[config.mk]
export PLATFORM = sky130hd
export DESIGN_NAME = hpm_counter_bank
export DESIGN_NICKNAME = d
export VERILOG_FILES = /design/src/rtl/hpm_pkg.sv /design/src/rtl/hpm_counter_bank_counter.sv /design/src/rtl/hpm_counter_bank.sv
export SDC_FILE = /design/constraint.sdc
export NUM_CORES = 2
export LEC_CHECK = 0
export CAP_MARGIN = 30
export CORE_MARGIN = 8
export CORE_UTILIZATION = 65
export CTS_CLUSTER_DIAMETER = 30
export DETAILED_ROUTE_END_ITERATION = 6
export PLACE_DENSITY = 0.84
export SETUP_SLACK_MARGIN = 0.02
export SLEW_MARGIN = 20
export SYNTH_ARGS = -nofsm -noshare
export SYNTH_HDL_FRONTEND = slang
export SYNTH_HIERARCHICAL = 1
export SYNTH_SLANG_ARGS = --single-unit
[constraint.sdc]
create_clock -name clk_i -period 5 [get_ports clk_i]
set_input_delay 1 -clock clk_i [delete_from_list [all_inputs] [get_ports clk_i]]
set_output_delay 1 -clock clk_i [all_outputs]
set_load 0.1 [all_outputs]
[src/rtl/hpm_pkg.sv]
// Shared definitions for the hardware performance-monitor counter bank.
// Register offsets, CFG bit positions and the per-counter config bundle.
package hpm_pkg;

  localparam int unsigned EVT_SEL_MAX_W = 8;

  localparam logic [1:0] CNT_LO = 2'd0;
  localparam logic [1:0] CNT_HI = 2'd1;
  localparam logic [1:0] CFG    = 2'd2;

  localparam logic [7:0] INHIBIT = 8'hF0;
  localparam logic [7:0] OVF     = 8'hF1;
  localparam logic [7:0] ID      = 8'hF2;

  localparam int unsigned CFG_EN_BIT     = 16;
  localparam int unsigned CFG_IRQ_EN_BIT = 17;

  typedef struct packed {
    logic [EVT_SEL_MAX_W-1:0] evt_sel;
    logic                     en;
    logic                     irq_en;
  } hpm_cfg_t;

endpackage

[src/rtl/hpm_counter_bank_counter.sv]
// Single event counter: half-word bus writes beat increments,
// and a wrap pulse flags the all-ones to zero transition.
module hpm_counter #(
  parameter int unsigned CNT_WIDTH = 64
) (
  input  logic                 clk,
  input  logic                 rst_n,
  input  logic                 inc,
  input  logic                 wr_lo,
  input  logic                 wr_hi,
  input  logic [31:0]          wdata_lo,
  input  logic [CNT_WIDTH-33:0] wdata_hi,
  output logic [CNT_WIDTH-1:0] value,
  output logic                 wrap
);

  logic [CNT_WIDTH-1:0] cnt;
  logic                 bump;

  assign bump  = inc & ~wr_lo & ~wr_hi;
  assign wrap  = bump & (&cnt);
  assign value = cnt;

  always_ff @(posedge clk or negedge rst_n) begin
    if (!rst_n) begin
      cnt <= '0;
    end else if (wr_lo | wr_hi) begin
      if (wr_lo) cnt[31:0] <= wdata_lo;
      if (wr_hi) cnt[CNT_WIDTH-1:32] <= wdata_hi;
    end else if (bump) begin
      cnt <= cnt + CNT_WIDTH'(1);
    end
  end

endmodule

[src/rtl/hpm_counter_bank.sv]
// Programmable performance-monitor bank: event counters, inhibit,
// overflow status/interrupt and atomic 64-bit reads on a 32-bit port.
module hpm_counter_bank
  import hpm_pkg::*;
#(
  parameter int unsigned NUM_COUNTERS = 8,
  parameter int unsigned NUM_EVENTS   = 16,
  parameter int unsigned CNT_WIDTH    = 64,
  parameter int unsigned XLEN         = 32
) (
  input  logic                  clk_i,
  input  logic                  rst_ni,
  input  logic [NUM_EVENTS-1:0] event_i,
  input  logic                  reg_req_i,
  input  logic                  reg_we_i,
  input  logic [7:0]            reg_addr_i,
  input  logic [XLEN-1:0]       reg_wdata_i,
  output logic [XLEN-1:0]       reg_rdata_o,
  output logic                  reg_ack_o,
  output logic                  irq_o
);

  localparam int unsigned EVT_SEL_WIDTH =
    (NUM_EVENTS > 1) ? $clog2(NUM_EVENTS) : 1;
  localparam int unsigned HI_W = CNT_WIDTH - 32;

  logic [5:0] idx;
  logic [1:0] off;
  logic       in_bank;
  logic       rd_req;
  logic       wr_req;

  assign idx     = reg_addr_i[7:2];
  assign off     = reg_addr_i[1:0];
  assign in_bank = 32'(idx) < NUM_COUNTERS;
  assign rd_req  = reg_req_i & ~reg_we_i;
  assign wr_req  = reg_req_i & reg_we_i;

  hpm_cfg_t             cfg   [NUM_COUNTERS];
  logic [CNT_WIDTH-1:0] value [NUM_COUNTERS];

  logic [NUM_COUNTERS-1:0] wrap;
  logic [NUM_COUNTERS-1:0] inc;
  logic [NUM_COUNTERS-1:0] irq_en_vec;
  logic [NUM_COUNTERS-1:0] inhibit;
  logic [NUM_COUNTERS-1:0] ovf;
  logic [NUM_COUNTERS-1:0] ovf_clr;

  logic [XLEN-1:0] rdata;
  logic [XLEN-1:0] hi_latch;
  logic [XLEN-1:0] rd_val;
  logic            ack;
  logic            irq;

  for (genvar i = 0; i < NUM_COUNTERS; i++) begin : g_cnt
    hpm_cfg_t cfg_q;
    logic     hit;
    logic     here;
    logic     wr_lo;
    logic     wr_hi;

    assign here  = wr_req & in_bank & (idx == 6'(i));
    assign wr_lo = here & (off == CNT_LO);
    assign wr_hi = here & (off == CNT_HI);

    // Out-of-range selects never match, so they never count.
    always_comb begin
      hit = 1'b0;
      for (int e = 0; e < NUM_EVENTS; e++) begin
        if (cfg_q.evt_sel == EVT_SEL_MAX_W'(e)) hit = event_i[e];
      end
    end

    always_ff @(posedge clk_i or negedge rst_ni) begin
      if (!rst_ni) begin
        cfg_q <= '0;
      end else if (here && off == CFG) begin
        cfg_q.evt_sel <= EVT_SEL_MAX_W'(reg_wdata_i[EVT_SEL_WIDTH-1:0]);
        cfg_q.en      <= reg_wdata_i[CFG_EN_BIT];
        cfg_q.irq_en  <= reg_wdata_i[CFG_IRQ_EN_BIT];
      end
    end

    assign cfg[i]        = cfg_q;
    assign irq_en_vec[i] = cfg_q.irq_en;
    assign inc[i]        = cfg_q.en & ~inhibit[i] & hit;

    hpm_counter #(
      .CNT_WIDTH(CNT_WIDTH)
    ) u_cnt (
      .clk     (clk_i),
      .rst_n   (rst_ni),
      .inc     (inc[i]),
      .wr_lo   (wr_lo),
      .wr_hi   (wr_hi),
      .wdata_lo(reg_wdata_i[31:0]),
      .wdata_hi(reg_wdata_i[HI_W-1:0]),
      .value   (value[i]),
      .wrap    (wrap[i])
    );
  end

  logic [CNT_WIDTH-1:0] sel_value;
  hpm_cfg_t             sel_cfg;

  always_comb begin
    sel_value = '0;
    sel_cfg   = '0;
    for (int i = 0; i < NUM_COUNTERS; i++) begin
      if (idx == 6'(i)) begin
        sel_value = value[i];
        sel_cfg   = cfg[i];
      end
    end
  end

  always_comb begin
    rd_val = '0;
    unique case (1'b1)
      in_bank && off == CNT_LO: rd_val = sel_value[31:0];
      in_bank && off == CNT_HI: rd_val = hi_latch;
      in_bank && off == CFG: begin
        rd_val[EVT_SEL_MAX_W-1:0]   = sel_cfg.evt_sel;
        rd_val[CFG_EN_BIT]     = sel_cfg.en;
        rd_val[CFG_IRQ_EN_BIT] = sel_cfg.irq_en;
      end
      reg_addr_i == INHIBIT: rd_val = XLEN'(inhibit);
      reg_addr_i == OVF:     rd_val = XLEN'(ovf);
      reg_addr_i == ID:
        rd_val = {16'(CNT_WIDTH), 16'(NUM_COUNTERS)};
      default: rd_val = '0;
    endcase
  end

  assign ovf_clr = (wr_req && reg_addr_i == OVF)
                 ? reg_wdata_i[NUM_COUNTERS-1:0] : '0;

  always_ff @(posedge clk_i or negedge rst_ni) begin
    if (!rst_ni) begin
      ack      <= 1'b0;
      rdata    <= '0;
      hi_latch <= '0;
      inhibit  <= '0;
      ovf      <= '0;
      irq      <= 1'b0;
    end else begin
      ack <= reg_req_i;
      irq <= |(ovf & irq_en_vec);
      // A fresh wrap outranks a simultaneous clear.
      ovf <= (ovf & ~ovf_clr) | wrap;
      if (reg_req_i) rdata <= reg_we_i ? '0 : rd_val;
      if (rd_req && in_bank && off == CNT_LO)
        hi_latch <= XLEN'(sel_value[CNT_WIDTH-1:32]);
      if (wr_req && reg_addr_i == INHIBIT)
        inhibit <= reg_wdata_i[NUM_COUNTERS-1:0];
    end
  end

  assign reg_rdata_o = rdata;
  assign reg_ack_o   = ack;
  assign irq_o       = irq;

endmodule

; Word level (Yosys, flattened, before mapping)
; Cells that the tools add are included.
[classes]
addsub = 8
n_lt_le_gt_ge = 1
n_eq_ne = 148
n_mux = 182
bitwise_logic = 104
n_reduce_logical = 58
[ops]
columns = cell, count
row1 = $mux 64, 24
row2 = $mux 32, 17
row3 = $add 64x1->64 const B, 8
row4 = $reduce_and 64->1, 8
row5 = $eq 4x4->1 const B, 64
row6 = $eq 4x3->1 const B, 32
row7 = $mux 1, 128
row8 = $mux 10, 7
row9 = $and 1x1->1, 67
row10 = $eq 4x2->1 const B, 16
row11 = $logic_not 8->1, 8
row12 = $pmux 8 s6, 1
row13 = $pmux 14 s3, 1
row14 = $eq 4x1->1 const B, 8
row15 = $ne 2x1->1 const B, 16
row16 = $reduce_and 2->1, 16
row17 = $not 1->1, 25
row18 = $eq 6x3->1 const B, 4
row19 = $eq 8x8->1 const B, 3
row20 = $and 8x8->8, 2
row21 = $pmux 8 s2, 1
row22 = $reduce_bool 2->1, 8
row23 = $logic_and 1x1->1, 15
row24 = $eq 6x2->1 const B, 2
row25 = other kinds (13), 20
[word_totals]
reg_bits = 642
in_bits = 60
output_inout_bits = 34
word_cells = 547

; Logic depth before layout (Yosys ltp)
[logic_depth]
word_depth = 22
ltp_mapped = 15
ltp_nobuf = 10

; Modules after synthesis
; Netlist, hierarchy kept.
[by_module_without_submodules]
columns = mod, instances, cells_each, area_per_inst_um2, seq_area_each_um2
row1 = hpm_counter (g_cnt[0].u_cnt ...), 7, 474, 3953.8, 1601.5
row2 = hpm_counter_bank, 1, 1022, 10561.4, 3253.1
row3 = hpm_counter (g_cnt[4].u_cnt), 1, 487, 4081.4, 1601.5

; Worst setup path after synthesis
; OpenSTA, ideal clock, no wires.
[synth_timing]
path_kind = input -> register
start = input reg_addr_i[4]
end = register g_cnt[1].u_cnt.cnt[53]
setup_ns = 0.124
t_arrival_ns = 3.862
t_required_ns = 4.876
setup_slack_ns = 1.014
stages = 13
path_buffers = 5
cell_sequence = clkbuf_1 > nor2_1 > buf_2 > buf_1 > nand3_1 > nor2_1 > clkbuf_1 > and4b_1 > clkbuf_1 > nand4_1 > or4b_2 > mux2i_1 > a211o_1
[synth_via]
elab_chain_len = 9
elab_cells_between_ends = 15
classes_between = order compare: 1 / eq/ne: 2 / mux: 1 / bitwise: 9 / reduce/logical: 2
[synth_rtl]
columns = element, line
row1 = "start, declared", hpm_counter_bank.sv:16  ; input logic [7:0] reg_addr_i,
row2 = $lt 6x4->1, hpm_counter_bank.sv:35  ; assign in_bank = 32'(idx) < NUM_COUNTERS;
row3 = $and 1x1->1, hpm_counter_bank.sv:62  ; assign here = wr_req & in_bank & (idx == 6'(i));
row4 = $and 1x1->1 (*), hpm_counter_bank.sv:62
row5 = $and 1x1->1 (*), hpm_counter_bank.sv:63  ; assign wr_lo = here & (off == CNT_LO);
row6 = net g_cnt[1].wr_lo, hpm_counter_bank.sv:59  ; logic wr_lo;
row7 = $not 1->1, hpm_counter_bank_counter.sv:20  ; assign bump = inc & ~wr_lo & ~wr_hi;
row8 = $and 1x1->1 (2 in a row), hpm_counter_bank_counter.sv:20
row9 = $reduce_bool 2->1 (no source line), --
row10 = $reduce_and 2->1 (no source line), --
row11 = "end signal, assigned by index", hpm_counter_bank_counter.sv:29  ; if (wr_hi) cnt[CNT_WIDTH-1:32] <= wdata_hi;
row12 = "end signal, assigned", hpm_counter_bank_counter.sv:31  ; cnt <= cnt + CNT_WIDTH'(1);
row13 = "end, declared", hpm_counter_bank_counter.sv:17  ; logic [CNT_WIDTH-1:0] cnt;
; Mark *: on every way through the listed nets, which the timed path passes. The rest lies on a longest branch.
; A chain may end at the register's enable or synchronous reset.

; Worst setup path in the final report
[layout_timing]
start = input event_i[12]
end = register g_cnt[4].u_cnt.cnt[56]
[layout_via]
elab_chain_len = 9
[layout_rtl]
columns = element, line
row1 = "start, declared", hpm_counter_bank.sv:13  ; input logic [NUM_EVENTS-1:0] event_i,
row2 = $mux 1 (4 in a row), hpm_counter_bank.sv:70  ; if (cfg_q.evt_sel == EVT_SEL_MAX_W'(e)) hit = event_i[e];
row3 = $and 1x1->1, hpm_counter_bank.sv:86  ; assign inc[i] = cfg_q.en & ~inhibit[i] & hit;
row4 = net inc[4], hpm_counter_bank.sv:43  ; logic [NUM_COUNTERS-1:0] inc;
row5 = $and 1x1->1 (2 in a row), hpm_counter_bank_counter.sv:20
row6 = $reduce_bool 2->1 (no source line), --
row7 = $reduce_and 2->1 (no source line), --
row8 = "end signal, assigned by index", hpm_counter_bank_counter.sv:29
row9 = "end signal, assigned", hpm_counter_bank_counter.sv:31
row10 = "end, declared", hpm_counter_bank_counter.sv:17
; The timed path passes the listed nets, and every way through them passes these cells.

==> results.yml <==
placed_design:
  post-place-ws_ns: 0.136
  placed_area_sq_mm: 0.0444
  dpl.hpwl_um: 122000
  place_congestion: 1.06
  dp_cells: 5608
  portBuffers: 93
floorplan:
  die_width_um: 271
  pin_count: 94
  core-area_sq_mm: 0.0645
  dieHeight_um: 271
  num_rows: 93
  die-area_sq_mm: 0.0735
  start_util_pct: 65.6
sta:
  period_share_pct: 84.1
  finalClockSkew_ns: 0.0290
  finalSetupViolations: 0
  slew_viol_final: 0
  post-route-min-period_ns: 4.21
  finalHoldViolations: 0
  finalWorstSetupSlack_ns: 0.793
  setup-tns-final_ns: 0
  fmax_mhz: 238
  rsz0062_at_grt: "no"
  worstMarginPinSlew_ns: 1.08
  whs_ns: 0.321
  max-slew-margin-rel_pct: 27.7
min_path:
  hold_class: "input port to asynchronous set/reset pin"
yosys:
  post_synth_instance_area_sq_mm: 0.0423
  synthMostInstantiatedCell: "dfrtp_1"
  synthesis.nets: 4895
  yosys_register_bits: 642
  syn_inst: 4827
  async_flop_share_pct: 100
  synth.distinct_cells: 82
  synth_edf_count: 0
  yosys_warnings: 6
  yosys.area.top_type_share_pct: 38.0
  ys.flop_type: "dfrtp_1"
  yosysTopAreaCell: "dfrtp_1"
  synth_common_cells: "642 x dfrtp_1, 610 x nand2_1, 384 x nor2_1"
  postSynthAreaPerCell_sq_um: 8.77
  synth_area_leaders: "dfrtp_1 38%, nand2_1 5.4%, mux4_2 4.9%"
  ys_seq_area_share_pct: 38.0
route:
  drt_first_iter_violations: 8318
  firstDrtPassIters: 7
  wirelength_um: 182000
  drc: 41
  drt-wirelength-per-cell_um: 30.8
  vias: 45000
  vias_per_cell: 7.63
  ant_nets: 0
clocking:
  cts_tree: "done"
  h-tree-depth: 4
  post_cts_buffers: 0
  clockBufferDepth: 3
  cts_buffers: 154
  path_clk_slew_ns: 0.05
  cts.sink_count: 642
  root_buffer: "clkbuf_16"
  insertion_delay_ns: 0.74
  ctsResizeCount: 0
  ctsHoldBuffers: 0
power_and_ir_drop:
  power-per-cell-area_mw_per_mm2: 339
  ir_worst_vdd_mv: 0.349
  total_power_mw: 17.0
  leakage_nw: 19.2
run_status:
  violations: "DRC"
  status: "complete, but fails checks"
global_route:
  grt_pass1_wl_um: 269000
  grt_pass1_vias: 42100
  grt_max_degree: 102
  grt_use_total_pct: 48.0
  antenna_found_initial: 11
  grt-ovfl-total: 0
worst_setup_path:
  critPathKind: "input port to flop"
  crit_path_end_kind: "flop"
  crit_required_ns: 5.62
  startpoint_type: "input port"
  cp_max_fo: 16
  arrival_ns: 4.83
layout:
  area_delta_synth_final_pct: 18.1
  fin_nets: 4982
  design_area_sq_mm: 0.0500
  stdcell_count: 5904
  layout-drive-gt1-share_pct: 14.1
  final_core_util_pct: 77.6
job:
  drv_cap: 0
per-layer routing:
| layer | global-route usage [%] | vias up | share of wire, % |
|---|---|---|---|
| li1 | - | 18600 | - |
| met1 | 60.4 | 21300 | 34 |
| met2 | 68.2 | 4149 | 41 |
| met3 | 18.5 | 964 | 17 |
| met4 | 32.0 | 6 | 8.2 |
| met5 | 0 | - | 0.023 |
cells in the final DEF (no fill, tap or decap), drive strengths merged, types with 43 or more instances in the layout:
cell and count:
xor2 111, buf 200, mux2 69, or3 43, inv 65, nor2b 73
nor3 122, dfrtp 642, nand3 310, xnor2 122, a221o 78, nand2 610
o31ai 69, and3 57, mux4 93, a31oi 114, nand4 230, a22oi 77
a21oi 66, clkbuf 201, nor4 133, clkdlybuf4s50 76, o21ai 382, mux2i 89
nor2 386, or4 180, and4 50
final timing paths:
check | slack, ns | to | startpoint | depth (start not counted)
max | 0.79 | g_cnt[4].u_cnt/value[56] | event_i[12] | 11
min | 0.32 | g_cnt[2].u_cnt/value[1] | rst_ni | 1
min in group clk_i | 0.50 | reg_rdata_o[6] | reg_rdata_o[6] | 1
max in group asynchronous | 3.51 | g_cnt[7].u_cnt/value[61] | rst_ni | 2
max reg2reg | 0.94 | g_cnt[4].u_cnt/value[56] | cfg[34] | 10
min reg2reg | 0.50 | reg_rdata_o[6] | reg_rdata_o[6] | 1
worst max-delay path, stage by stage:
cell	delay (ns)
clkdlybuf4s50_1	0.48
mux2i_1	0.07
o22ai_1	0.21
mux4_2	0.27
a31oi_1	0.08
nor3b_1	0.56
nand4b_1	0.43
or4_1	0.91
nor4_1	0.45
mux2i_1	0.12
a211o_1	0.23
cell families after synthesis:
group                    synth area share, %
AO/OA/AOI/OAI                           15.4
XOR/XNOR                                4.82
adder cells (fa/ha/maj)                0.237
buffers and inverters                   4.04
flip-flops                              38.0
multiplexers                            8.89
AND/OR/NAND/NOR                         28.6
area by class of cell:
class / instances / area (sq um)
multi-input combinational: 3784 / 24700
sequential: 642 / 16100
fill: 4334 / 14500
clock buffer: 201 / 4320
timing repair buffer: 276 / 2450
clock inverter: 82 / 1180
tap: 855 / 1070
inverter: 56 / 210
antenna: 8 / 20.0
report_power, final:
| group | leakage, nW | total [mW] | internal [mW] | switching, mW |
|---|---|---|---|---|
| combinational | 8.08 | 0.870 | 0.245 | 0.625 |
| sequential | 8.48 | 5.49 | 5.30 | 0.183 |
| clock | 2.69 | 10.6 | 7.23 | 3.38 |
flip-flops by register name, summed over array words and instances (netlist names):
register and count:
cfg 48, g_cnt.u_cnt/value 512, hi_latch 32, inhibit 8, irq_o 1, ovf 8, reg_ack_o 1, reg_rdata_o 32
(Power assumes the default switching activity.)
